[config.mk]
export PLATFORM = sky130hd
export DESIGN_NAME = instruction_controller
export DESIGN_NICKNAME = d
export VERILOG_FILES = /design/src/rtl/instruction_controller_pkg.sv /design/src/rtl/instruction_controller_instr_decode.sv /design/src/rtl/instruction_controller.sv
export SDC_FILE = /design/constraint.sdc
export NUM_CORES = 1
export LEC_CHECK = 0
export ABC_AREA = 0
export ABC_CLOCK_PERIOD_IN_PS = 1540
export CAP_MARGIN = 40
export CORE_MARGIN = 3
export CORE_UTILIZATION = 40
export DETAILED_ROUTE_END_ITERATION = 8
export PLACE_DENSITY = 0.81
export SYNTH_ARGS = -nofsm -noshare
export SYNTH_HDL_FRONTEND = slang
export SYNTH_SLANG_ARGS = --single-unit
export TNS_END_PERCENT = 100
[constraint.sdc]
create_clock -name clk -period 1.54 [get_ports clk]
set_input_delay 0.308 -clock clk [delete_from_list [all_inputs] [get_ports clk]]
set_output_delay 0.308 -clock clk [all_outputs]
set_load 0.02 [all_outputs]
[src/rtl/instruction_controller_pkg.sv]
// Shared defines for the controller and datapath: widths, FSM state encodings,
// opcode/op constants and the instruction classifier.
package instruction_controller_pkg;

   localparam int IC_WIDTH   = 16;
   localparam int IC_REGADDR = 3;

   typedef enum logic [2:0] {
      ST_WAIT      = 3'd0,
      ST_DECODE    = 3'd1,
      ST_WRITE_IMM = 3'd2,
      ST_GET_A     = 3'd3,
      ST_GET_B     = 3'd4,
      ST_COMPUTE   = 3'd5,
      ST_WRITE_REG = 3'd6
   } state_e;

   localparam logic [2:0] OPC_MOV = 3'b110;
   localparam logic [2:0] OPC_ALU = 3'b101;

   localparam logic [1:0] OP_MOV_IMM = 2'b10;
   localparam logic [1:0] OP_MOV_REG = 2'b00;
   localparam logic [1:0] OP_ADD     = 2'b00;
   localparam logic [1:0] OP_CMP     = 2'b01;
   localparam logic [1:0] OP_AND     = 2'b10;
   localparam logic [1:0] OP_MVN     = 2'b11;

   typedef enum logic [2:0] {
      CLS_ILL  = 3'd0,
      CLS_MOVI = 3'd1,
      CLS_MOVR = 3'd2,
      CLS_ADD  = 3'd3,
      CLS_CMP  = 3'd4,
      CLS_AND  = 3'd5,
      CLS_MVN  = 3'd6
   } cls_e;

   function automatic cls_e classify(input logic [2:0] opcode, input logic [1:0] op);
      cls_e c;
      c = CLS_ILL;
      if (opcode == OPC_MOV) begin
         if (op == OP_MOV_IMM)      c = CLS_MOVI;
         else if (op == OP_MOV_REG) c = CLS_MOVR;
      end else if (opcode == OPC_ALU) begin
         case (op)
            OP_ADD:  c = CLS_ADD;
            OP_CMP:  c = CLS_CMP;
            OP_AND:  c = CLS_AND;
            default: c = CLS_MVN;
         endcase
      end
      return c;
   endfunction

endpackage

[src/rtl/instruction_controller_instr_decode.sv]
// Combinational instruction decoder: splits the held IR into its fields,
// sign-extends imm8 to the datapath width and classifies the opcode/op pair.
module instr_decode
   import instruction_controller_pkg::*;
#(
   parameter int WIDTH   = IC_WIDTH,
   parameter int REGADDR = IC_REGADDR
) (
   input  logic [WIDTH-1:0]   ir_i,
   output logic [1:0]         op_o,
   output logic [REGADDR-1:0] rn_o,
   output logic [REGADDR-1:0] rd_o,
   output logic [1:0]         sh_o,
   output logic [REGADDR-1:0] rm_o,
   output logic [WIDTH-1:0]   sext_imm_o,
   output logic [2:0]         cls_o
);

   logic [2:0] opcode;

   assign opcode     = ir_i[15:13];
   assign op_o       = ir_i[12:11];
   assign rn_o       = ir_i[10:8];
   assign rd_o       = ir_i[7:5];
   assign sh_o       = ir_i[4:3];
   assign rm_o       = ir_i[2:0];
   assign sext_imm_o = {{(WIDTH-8){ir_i[7]}}, ir_i[7:0]};
   assign cls_o      = classify(opcode, op_o);

endmodule

[src/rtl/instruction_controller.sv]
// Multi-cycle instruction controller: holds the instruction register and
// sequences register-file reads, the compute stage and writeback as a Moore FSM.
module instruction_controller
   import instruction_controller_pkg::*;
#(
   parameter int WIDTH   = IC_WIDTH,
   parameter int REGADDR = IC_REGADDR
) (
   input  logic               clk,
   input  logic               reset,
   input  logic               s,
   input  logic [WIDTH-1:0]   instr_in,
   output logic               w,
   output logic [REGADDR-1:0] readnum,
   output logic [REGADDR-1:0] writenum,
   output logic               write,
   output logic               loada,
   output logic               loadb,
   output logic               asel,
   output logic               bsel,
   output logic               loadc,
   output logic               loads,
   output logic [1:0]         shift,
   output logic [1:0]         ALUop,
   output logic               vsel,
   output logic [WIDTH-1:0]   datapath_in
);

   state_e             state_q, state_d;
   logic [WIDTH-1:0]   ir_q, ir_d;

   logic [1:0]         op;
   logic [REGADDR-1:0] rn, rd, rm;
   logic [1:0]         sh;
   logic [2:0]         cls;

   instr_decode #(
      .WIDTH   (WIDTH),
      .REGADDR (REGADDR)
   ) u_decode (
      .ir_i       (ir_q),
      .op_o       (op),
      .rn_o       (rn),
      .rd_o       (rd),
      .sh_o       (sh),
      .rm_o       (rm),
      .sext_imm_o (datapath_in),
      .cls_o      (cls)
   );

   always_ff @(posedge clk) begin
      if (reset) begin
         state_q <= ST_WAIT;
         ir_q    <= '0;
      end else begin
         state_q <= state_d;
         ir_q    <= ir_d;
      end
   end

   // IR only loads on an accepted start; s is ignored outside WAIT.
   always_comb begin
      state_d = state_q;
      ir_d    = ir_q;
      case (state_q)
         ST_WAIT: begin
            if (s) begin
               ir_d    = instr_in;
               state_d = ST_DECODE;
            end
         end
         ST_DECODE: begin
            if (cls == CLS_MOVI)      state_d = ST_WRITE_IMM;
            else if (cls == CLS_MOVR) state_d = ST_GET_B;
            else if (cls == CLS_ILL)  state_d = ST_WAIT;
            else                      state_d = ST_GET_A;
         end
         ST_WRITE_IMM: state_d = ST_WAIT;
         ST_GET_A:     state_d = ST_GET_B;
         ST_GET_B:     state_d = ST_COMPUTE;
         ST_COMPUTE:   state_d = (cls == CLS_CMP) ? ST_WAIT : ST_WRITE_REG;
         ST_WRITE_REG: state_d = ST_WAIT;
         default:      state_d = ST_WAIT;
      endcase
   end

   always_comb begin
      w        = 1'b0;
      readnum  = '0;
      writenum = '0;
      write    = 1'b0;
      loada    = 1'b0;
      loadb    = 1'b0;
      asel     = 1'b0;
      bsel     = 1'b0;
      loadc    = 1'b0;
      loads    = 1'b0;
      shift    = 2'b00;
      ALUop    = 2'b00;
      vsel     = 1'b0;
      case (state_q)
         ST_WAIT: w = 1'b1;
         ST_WRITE_IMM: begin
            writenum = rn;
            write    = 1'b1;
            vsel     = 1'b1;
         end
         ST_GET_A: begin
            readnum = rn;
            loada   = 1'b1;
         end
         ST_GET_B: begin
            readnum = rm;
            loadb   = 1'b1;
         end
         // MOV-reg passes the shifted B operand straight through with A gated off.
         ST_COMPUTE: begin
            shift = sh;
            asel  = (cls != CLS_MOVR);
            ALUop = (cls == CLS_MOVR) ? 2'b00 : op;
            if (cls == CLS_CMP) loads = 1'b1;
            else                loadc = 1'b1;
         end
         ST_WRITE_REG: begin
            writenum = rd;
            write    = 1'b1;
         end
         default: ;
      endcase
   end

endmodule
==> run summary, run 1 <==
The proportion of register bits with asynchronous set or reset after synthesis is 0. The cell area after synthesis is approximately 1100 um2. The repair_antennas step left the layout with diodes totalling 0. The number of CTS-inserted buffers came out at 3. Total power for the finished layout comes to 1.15 mW. The number of violations of the max-capacitance limit is 0. The placer's final routability congestion estimate came out at between 0.8 and 0.9. The count of nets left with antenna violations once routing finished came out at 0. TritonCTS built the clock tree. The required time reported for the critical path endpoint came out at ~1.2 ns. Setup repair after global routing could not meet its margin everywhere. The core footprint is around 2600 um2.

The maximum number of pins on one net before global-route repair is 11. The worst hold path class is flop to flop. STA classifies the critical path startpoint as a flop.

The overall overflow remaining after global route is 0. The number of optimization iterations in the first detailed-route pass is 4. The end point of the worst hold path is ir_q[4].

The time the worst path needs with I/O delays and setup came out at 1.79 ns. The clock sink total came out at 19. The total power per unit cell area is 586 nW/um2. The biggest area contributor in the post-synthesis netlist is dfxtp_1. The number of instances on the worst hold path is 2. The first-pass GRT wire length is ~5500 um. The clock slew at the register clock pins of the worst setup and hold paths is between 0.1 and 0.15 ns. The die is slightly below 60 um wide. The detailed router finished its first iteration with 45 violations. The die covers around 3500 um2. The share of the synthesized area in the top cell type is 0.341. Along the worst path, the maximum fanout reaches 6. The final-report max-slew violation count came out at 0. On the final layout, the worst clock skew is ~0.0053 ns.

The via count of the first global-routing pass is 1180. Measured in cells, the most critical reg-to-reg path has a length of 5. Among all flip-flop cells after synthesis, the most frequent one is dfxtp_1. The fraction of power spent switching nets is 0.314.

The fraction of layout instances using a drive strength above 1 came out at 0.417. The delay of the slowest cell on the worst path is just under 0.4 ns. The power spent charging and discharging nets is 361 uW. STA classifies the critical path endpoint as an output pin. The minimum setup slack among reg-to-reg paths is about 0.040 ns. The number of rows in the core area came out at 18.

Synthesis instantiated 31 different standard cells from the library. The part of the power in the clock network came out at 0.231. The endpoint identified for the worst register-to-register timing path is ir_q[13]. Traced cell by cell, the critical path runs through nand3b_1, a31oi_4, and2_4, buf_6. After synthesis, the mean cell area works out to 7.70 um2. Measured along the y axis, the die boundary spans 58.8 um. The count of hold-fix buffers inserted at cts came out at 0. The overall track demand over capacity in global routing is 0.208.

The number of antenna violations at the first check in global routing came out at 0. No sink is reached through more buffers than the 2 on the longest clock path. The total of warnings raised by yosys is 0.

The number of nets in the synthesized netlist is between 150 and 200. The area growth from synthesis to final layout is 75.9%. The logic gate share of total power came out at 0.288.

The half-perimeter wire length of the detailed placement result is between 2000 and 2500 um. The data arrival time of the worst path came out at 1.48 ns. Setup violations remaining at the end of the flow were counted as 12.

At the end of the flow the core is filled with cells to 0.765. The via count is between 1000 and 1500. The number of remaining DRC errors is 0. The clock latency reported for the late side of the worst-skew pair is 0.31 ns. In this run, synthesis inferred 0 flip-flops with an integrated enable. The final non-filler cell area came out at roughly 2000 um2. The highest ir drop seen on vdd is roughly 0.00058 V. By startpoint and endpoint, the worst setup path is classified as flop to output pin. The count of nets after finishing is approximately 230. Of the synthesized area, sequential elements account for 0.341. The part of the power in registers came out at 0.480. The mean number of vias per cell came out at 5.19. For this design the static power due to leakage is approximately 0.87 nW. The startpoint identified for the worst register-to-register timing path is state_q[1]. After detailed placement, the total cell area comes to between 1500 and 2000 um2. The run finished, with violations left. 54 I/O pins were placed. The checks that failed: negative setup slack. The number of standard cells after synthesis is about 150. Derived from the worst setup path, the maximum achievable clock frequency is about 560 MHz. The number of storage elements in the synthesis netlist came out at 19. Sorting the synthesized cells by how often they occur yields nand2_1 (35), dfxtp_1 (19), a21oi_1 (18), buf_4 (18), nor2_1 (6). The total wirelength of the detailed-routed design is ~3700 um. For this configuration, the core starts out at a cell density of 0.435. The final hold violation count came out at 0. Among all stages on the critical path, the largest delay is contributed by dfxtp_4. By area the synthesized netlist is led by dfxtp_1 (34%), buf_4 (12%), nand2_1 (12%). The average wire per standard cell is between 15 and 20 um. The number of H-tree branching levels is 1. After layout, the worst setup slack is -0.247 ns. The cell-internal power is 789 uW.

In this run the most critical hold path is launched from ir_q[4]. The cell sitting at the root of the clock tree is a clkbuf_4. The most common cell in the synthesized netlist is nand2_1. The number of buffers inserted by port buffering is 52.

The fraction of the cycle the final worst path needs came out at 1.16.
-- critical path, delay by kind of cell (launching register included) --
| family | cells | cell delay [ns] |
|---|---|---|
| flops | 1 | 0.39 |
| simple gates | 2 | 0.44 |
| buf+inv | 1 | 0.11 |
| compound gates | 1 | 0.24 |
-- layout make-up --
cell class,count,area [um2]
Timing Repair Buffer,80,757
Clock buffer,4,26.3
Sequential cell,19,397
Tap cell,30,37.5
Multi-Input combinational cell,96,719
Fill cell,171,604
Inverter,5,26.3
-- metal layers --
metal  wire length (um)  global-route usage  vias up
met2               1970               0.371       50
met1               1440               0.246      574
met5                  0                   0        -
met4                117               0.110        0
li1                   -                   -      580
met3                213              0.0154       11
-- logic make-up after synthesis --
| family | after synthesis | synth area share |
|---|---|---|
| simple gates | 62 | 0.280 |
| buf+inv | 30 | 0.178 |
| compound gates | 28 | 0.148 |
| flops | 19 | 0.341 |
| mux | 3 | 0.0269 |
| fa+ha+maj | 2 | 0.0224 |
| other cells | 1 | 0.00336 |
-- worst max-delay path by stage --
| stage | from | slack, ns | cells after the start | end |
|---|---|---|---|---|
| floorplan | state_q[2] | 0.0007 | 4 | readnum[0] |
| global placement | ir_q[11] | -0.37 | 6 | ALUop[1] |
| detailed placement | ir_q[12] | -0.42 | 5 | loads |
| CTS | ir_q[12] | -0.21 | 5 | loads |
| global route | ir_q[11] | -0.31 | 6 | ALUop[1] |
| finish | state_q[1] | -0.25 | 4 | ALUop[1] |
-- sequential cells by signal, indices dropped and copies added, names as in the netlist --
name,cells
state_q,3
ir_q,16
-- per-stage QoR --
stage / setup TNS, ns / setup WS, ns / cells / hold WS [ns]
floorplan: 0 / 0.000659 / 145 / 0.440
global placement: -7.00 / -0.368 / 224 / 0.455
detailed placement: -7.91 / -0.423 / 224 / 0.459
CTS: -1.39 / -0.212 / 231 / 0.472
global route: -2.83 / -0.306 / 234 / 0.510
finish: -1.87 / -0.247 / 234 / 0.475
-- power by group through the flow --
stage               logic [mW]  clock network [mW]  registers [mW]
floorplan                0.180                   0           0.554
global placement         0.287                   0           0.557
detailed placement       0.296                   0           0.558
CTS                      0.303               0.261           0.544
global route             0.357               0.299           0.556
finish                   0.332               0.266           0.552
-- layout by cell type, fill, tap and decap left out, drive strengths merged, types with 2 or more instances in the layout --
| cell type | instances |
|---|---|
| a21oi | 18 |
| a22o | 3 |
| a31oi | 3 |
| and2 | 4 |
| buf | 46 |
| clkbuf | 4 |
| clkdlybuf4s50 | 18 |
| dfxtp | 19 |
| dlygate4sd2 | 16 |
| ha | 2 |
| inv | 5 |
| mux2i | 3 |
| nand2 | 35 |
| nor2 | 6 |
| nor2b | 5 |
| nor3 | 3 |
-- timing repair --
action,in CTS,in global routing
pin swaps,11,11
endpoints found under the hold margin,0,0
setup endpoints to repair,34,33
setup buffers,3,4
gates resized for setup,134,42
Power figures use the tool's default switching activity.
==> inputs of run 2 (changes only) <==
==> constraint.sdc (replaced) <==
create_clock -name clk -period 1.54 [get_ports clk]
set_input_delay 0.231 -clock clk [delete_from_list [all_inputs] [get_ports clk]]
set_output_delay 0.231 -clock clk [all_outputs]
set_load 0.02 [all_outputs]
==> run 2 against run 1 <==
Against the previous run:
- the run still ends with negative setup slack left
- first-iteration DRC count shrank 22%
- critical path depth grew 2
- clock power shrank 3%
- clock skew shrank 0.0044 ns
- non-clock buffer count grew 2
- core utilization shrank 3.6 points
- combinational power shrank 2%
- via count grew 0.25%
- sequential share of layout area grew 0.87 points
- final area shrank 4.7%
- die area is the same
- sequential power shrank 1%
- largest power group unchanged
==> run summary, run 2 (same netlist as run 1, synthesis figures left out) <==
Status: finished with violations (unchanged). Failing checks: negative setup slack (unchanged). The clock sink total is 19 (unchanged). The end point of the worst hold path is ir_q[10] (was ir_q[4]). The capturing point of the worst reg2reg path is ir_q[0] (was ir_q[13]). The commonest non-fill, non-tap cell in the layout is nand2_1 (unchanged). The required time reported for the critical path endpoint came to 1.31 ns (was 1.23 ns). The number of antenna violations at the first check in global routing came out at 0 (unchanged). The final core utilization is 0.729 (was 0.765). The launch point of the worst reg-to-reg path was state_q[1] (unchanged). The sum of negative setup slack came to -0.991 ns (was -1.87 ns). The number of CTS-inserted buffers is 3 (unchanged).

The largest register by flop count was ir_q (unchanged). The final-report max-slew violation count was 0 (unchanged). Top Registers: ir_q (16), state_q (3) (unchanged). The initial core utilization came out at 0.435 (unchanged). The worst hold path class is input pin to flop (was flop to flop). The number of buffers inserted by port buffering is 52 (unchanged). The slack of the critical path came out at -0.171 ns (was -0.247 ns). The critical path capture point type is an output pin (unchanged).

The number of remaining DRC errors is 0 (unchanged). The leakage power of the design is 0.930 nW (was 0.875 nW). The clock tree from TritonCTS was built (unchanged). The total wirelength of the detailed-routed design came out at 3690 um (was 3740 um). The area growth from synthesis to final layout is 67.6% (was 75.9%). The fraction of layout instances using a drive strength above 1 is 0.374 (was 0.417). The iteration-0 DRC count of the detailed router came to 35 (was 45). The library cell used as clock root buffer is clkbuf_4 (unchanged). The kind of start point of the critical path is a flop (unchanged). The number of antenna cells inserted came out at 0 (unchanged). The mean number of vias per cell came to 5.16 (was 5.19). The hold path startpoint is instr_in[10] (was ir_q[4]).

The number of instances on the worst hold path came out at 3 (was 2). The average wire per standard cell is 15.6 um (was 16.0 um). The overall track demand over capacity in global routing came out at 0.212 (was 0.208). The minimum setup slack among reg-to-reg paths is 0.05 ns (was 0.04 ns). The highest ir drop seen on vdd came out at 0.000598 V (was 0.000576 V). The overall die height came out at 58.8 um (unchanged). The count of boundary I/O pins came out at 54 (unchanged). The count of hold-fix buffers inserted at cts is 0 (unchanged). The core footprint came out at 2570 um2 (unchanged).

The number of violations of the max-capacitance limit came out at 0 (unchanged). RSZ-0062 raised after global routing: true (unchanged). The depth of the worst register-to-register path came out at 5 (unchanged).

The maximum root-to-sink buffer count was 2 (unchanged). The final hold violation count is 0 (unchanged). The clock slew at the register clock pins of the worst setup and hold paths is 0.11 ns (about the same). The flip-flop count of the largest register, all copies and words added came to 16 (unchanged). The time the worst path needs with I/O delays and setup came to 1.71 ns (was 1.79 ns).

The largest fanout on the critical path came to 3 (was 6). Commonest non-fill, non-tap cells in the layout: nand2_1 (35), buf_4 (28), a21oi_1 (18), clkdlybuf4s50_1 (18), buf_6 (15) (was nand2_1 (34), buf_6 (23), buf_4 (21)). The class of the most critical setup path is flop to output pin (unchanged). The width of the chip came out at 58.8 um (unchanged). The clock latency reported for the late side of the worst-skew pair is 0.30 ns (was 0.31 ns). The maximum number of pins on one net before global-route repair is 17 (was 11). The die area came to 3460 um2 (unchanged). The number of optimization iterations in the first detailed-route pass came out at 4 (unchanged). The number of H-tree branching levels came to 1 (unchanged). The number of nets with antenna violations after routing is 0 (unchanged). The placer's final routability congestion estimate is 0.787 (was 0.857). The half-perimeter wire length of the detailed placement result is 2580 um (was 2500 um).

The data arrival time of the worst path is 1.48 ns (about the same). The via count came out at 1218 (was 1215). The final setup skew came out at 0.000855 ns (was 0.00527 ns).

The count of nets after finishing was 228 (was 226). The first-pass GRT wire length came to 5620 um (was 5490 um). The final count of negative-setup-slack endpoints is 8 (was 12). The total power per unit cell area is 603 nW/um2 (was 586 nW/um2). The via count of the first global-routing pass is 1181 (was 1180). The worst hold slack came to 0.470 ns (was 0.475 ns). The fraction of the cycle the final worst path needs came to 1.11 (was 1.16). The number of rows in the core area came out at 18 (unchanged).

The overall overflow remaining after global route came out at 0 (unchanged). The maximum frequency from static timing analysis came out at 584 MHz (was 560 MHz).
-- run 2: changes by cell type in the layout (fill, tap and decap cells not counted), moves of 3 or more --
cell            before  now
a22o_4               3    0
buf_6               23   15
buf_4               21   28
inv_2                0    3
dlymetal6s2s_1       0    7
nor2_4               4    1
a22o_1               0    3
dlygate4sd2_1       16    9
inv_4                3    0
-- run 2: final cells by class --
cell class,instances,area [um2]
timing repair buffer,82,761
fill,204,697
multi-input combinational,96,633
sequential,19,394
tap,30,37.5
clock buffer,4,26.3
inverter,5,18.8
-- run 2: worst max-delay path by stage --
| stage | startpoint | to | slack [ns] | cells past startpoint |
|---|---|---|---|---|
| 3_5_place_dp | ir_q[11] | loads | -0.42 | 5 |
| 4_1_cts | ir_q[12] | ALUop[0] | -0.15 | 6 |
| 2_1_floorplan | state_q[2] | readnum[0] | -0.02 | 4 |
| 3_3_place_gp | ir_q[11] | loads | -0.34 | 5 |
| 5_1_grt | ir_q[12] | ALUop[1] | -0.24 | 6 |
| 6_report | ir_q[12] | ALUop[1] | -0.17 | 6 |
-- run 2: critical path, stage by stage (launching register included) --
cell and delay [ns]:
dfxtp_2 0.35, buf_6 0.12, ha_4 0.16, nor2b_4 0.15, a31oi_4 0.12, and2_4 0.16, buf_6 0.12
-- run 2: metrics by stage --
stage / instances / power (mW) / worst slack, ns / instance area, um2
final: 236 / 1.13 / -0.171 / 1870
after global routing: 236 / 1.19 / -0.239 / 1870
after CTS: 235 / 1.12 / -0.153 / 1820
after detailed placement: 226 / 0.852 / -0.422 / 1700
after global placement: 226 / 0.840 / -0.343 / 1700
after floorplan: 145 / 0.730 / -0.0210 / 1140
-- run 2: where the power goes --
group,total [mW],internal (mW),switching [mW]
clock,0.257,0.101,0.156
sequential,0.545,0.517,0.0273
combinational,0.326,0.169,0.157
-- run 2: what timing repair did --
| action | in CTS | in global routing |
|---|---|---|
| pin swaps | 9 | 6 |
| resized for setup | 122 | 27 |
| setup endpoints to repair | 27 | 25 |
| setup buffers | 5 | 1 |
-- run 2: metal layers --
layer  vias up  track usage  routed length, um  share of wire
li1        584            -                  -              -
met1       564        0.246               1410           0.38
met2        53        0.383               1920           0.52
met3        17       0.0241                222          0.060
met4         0        0.100                129          0.035
met5         -            0                  0              0
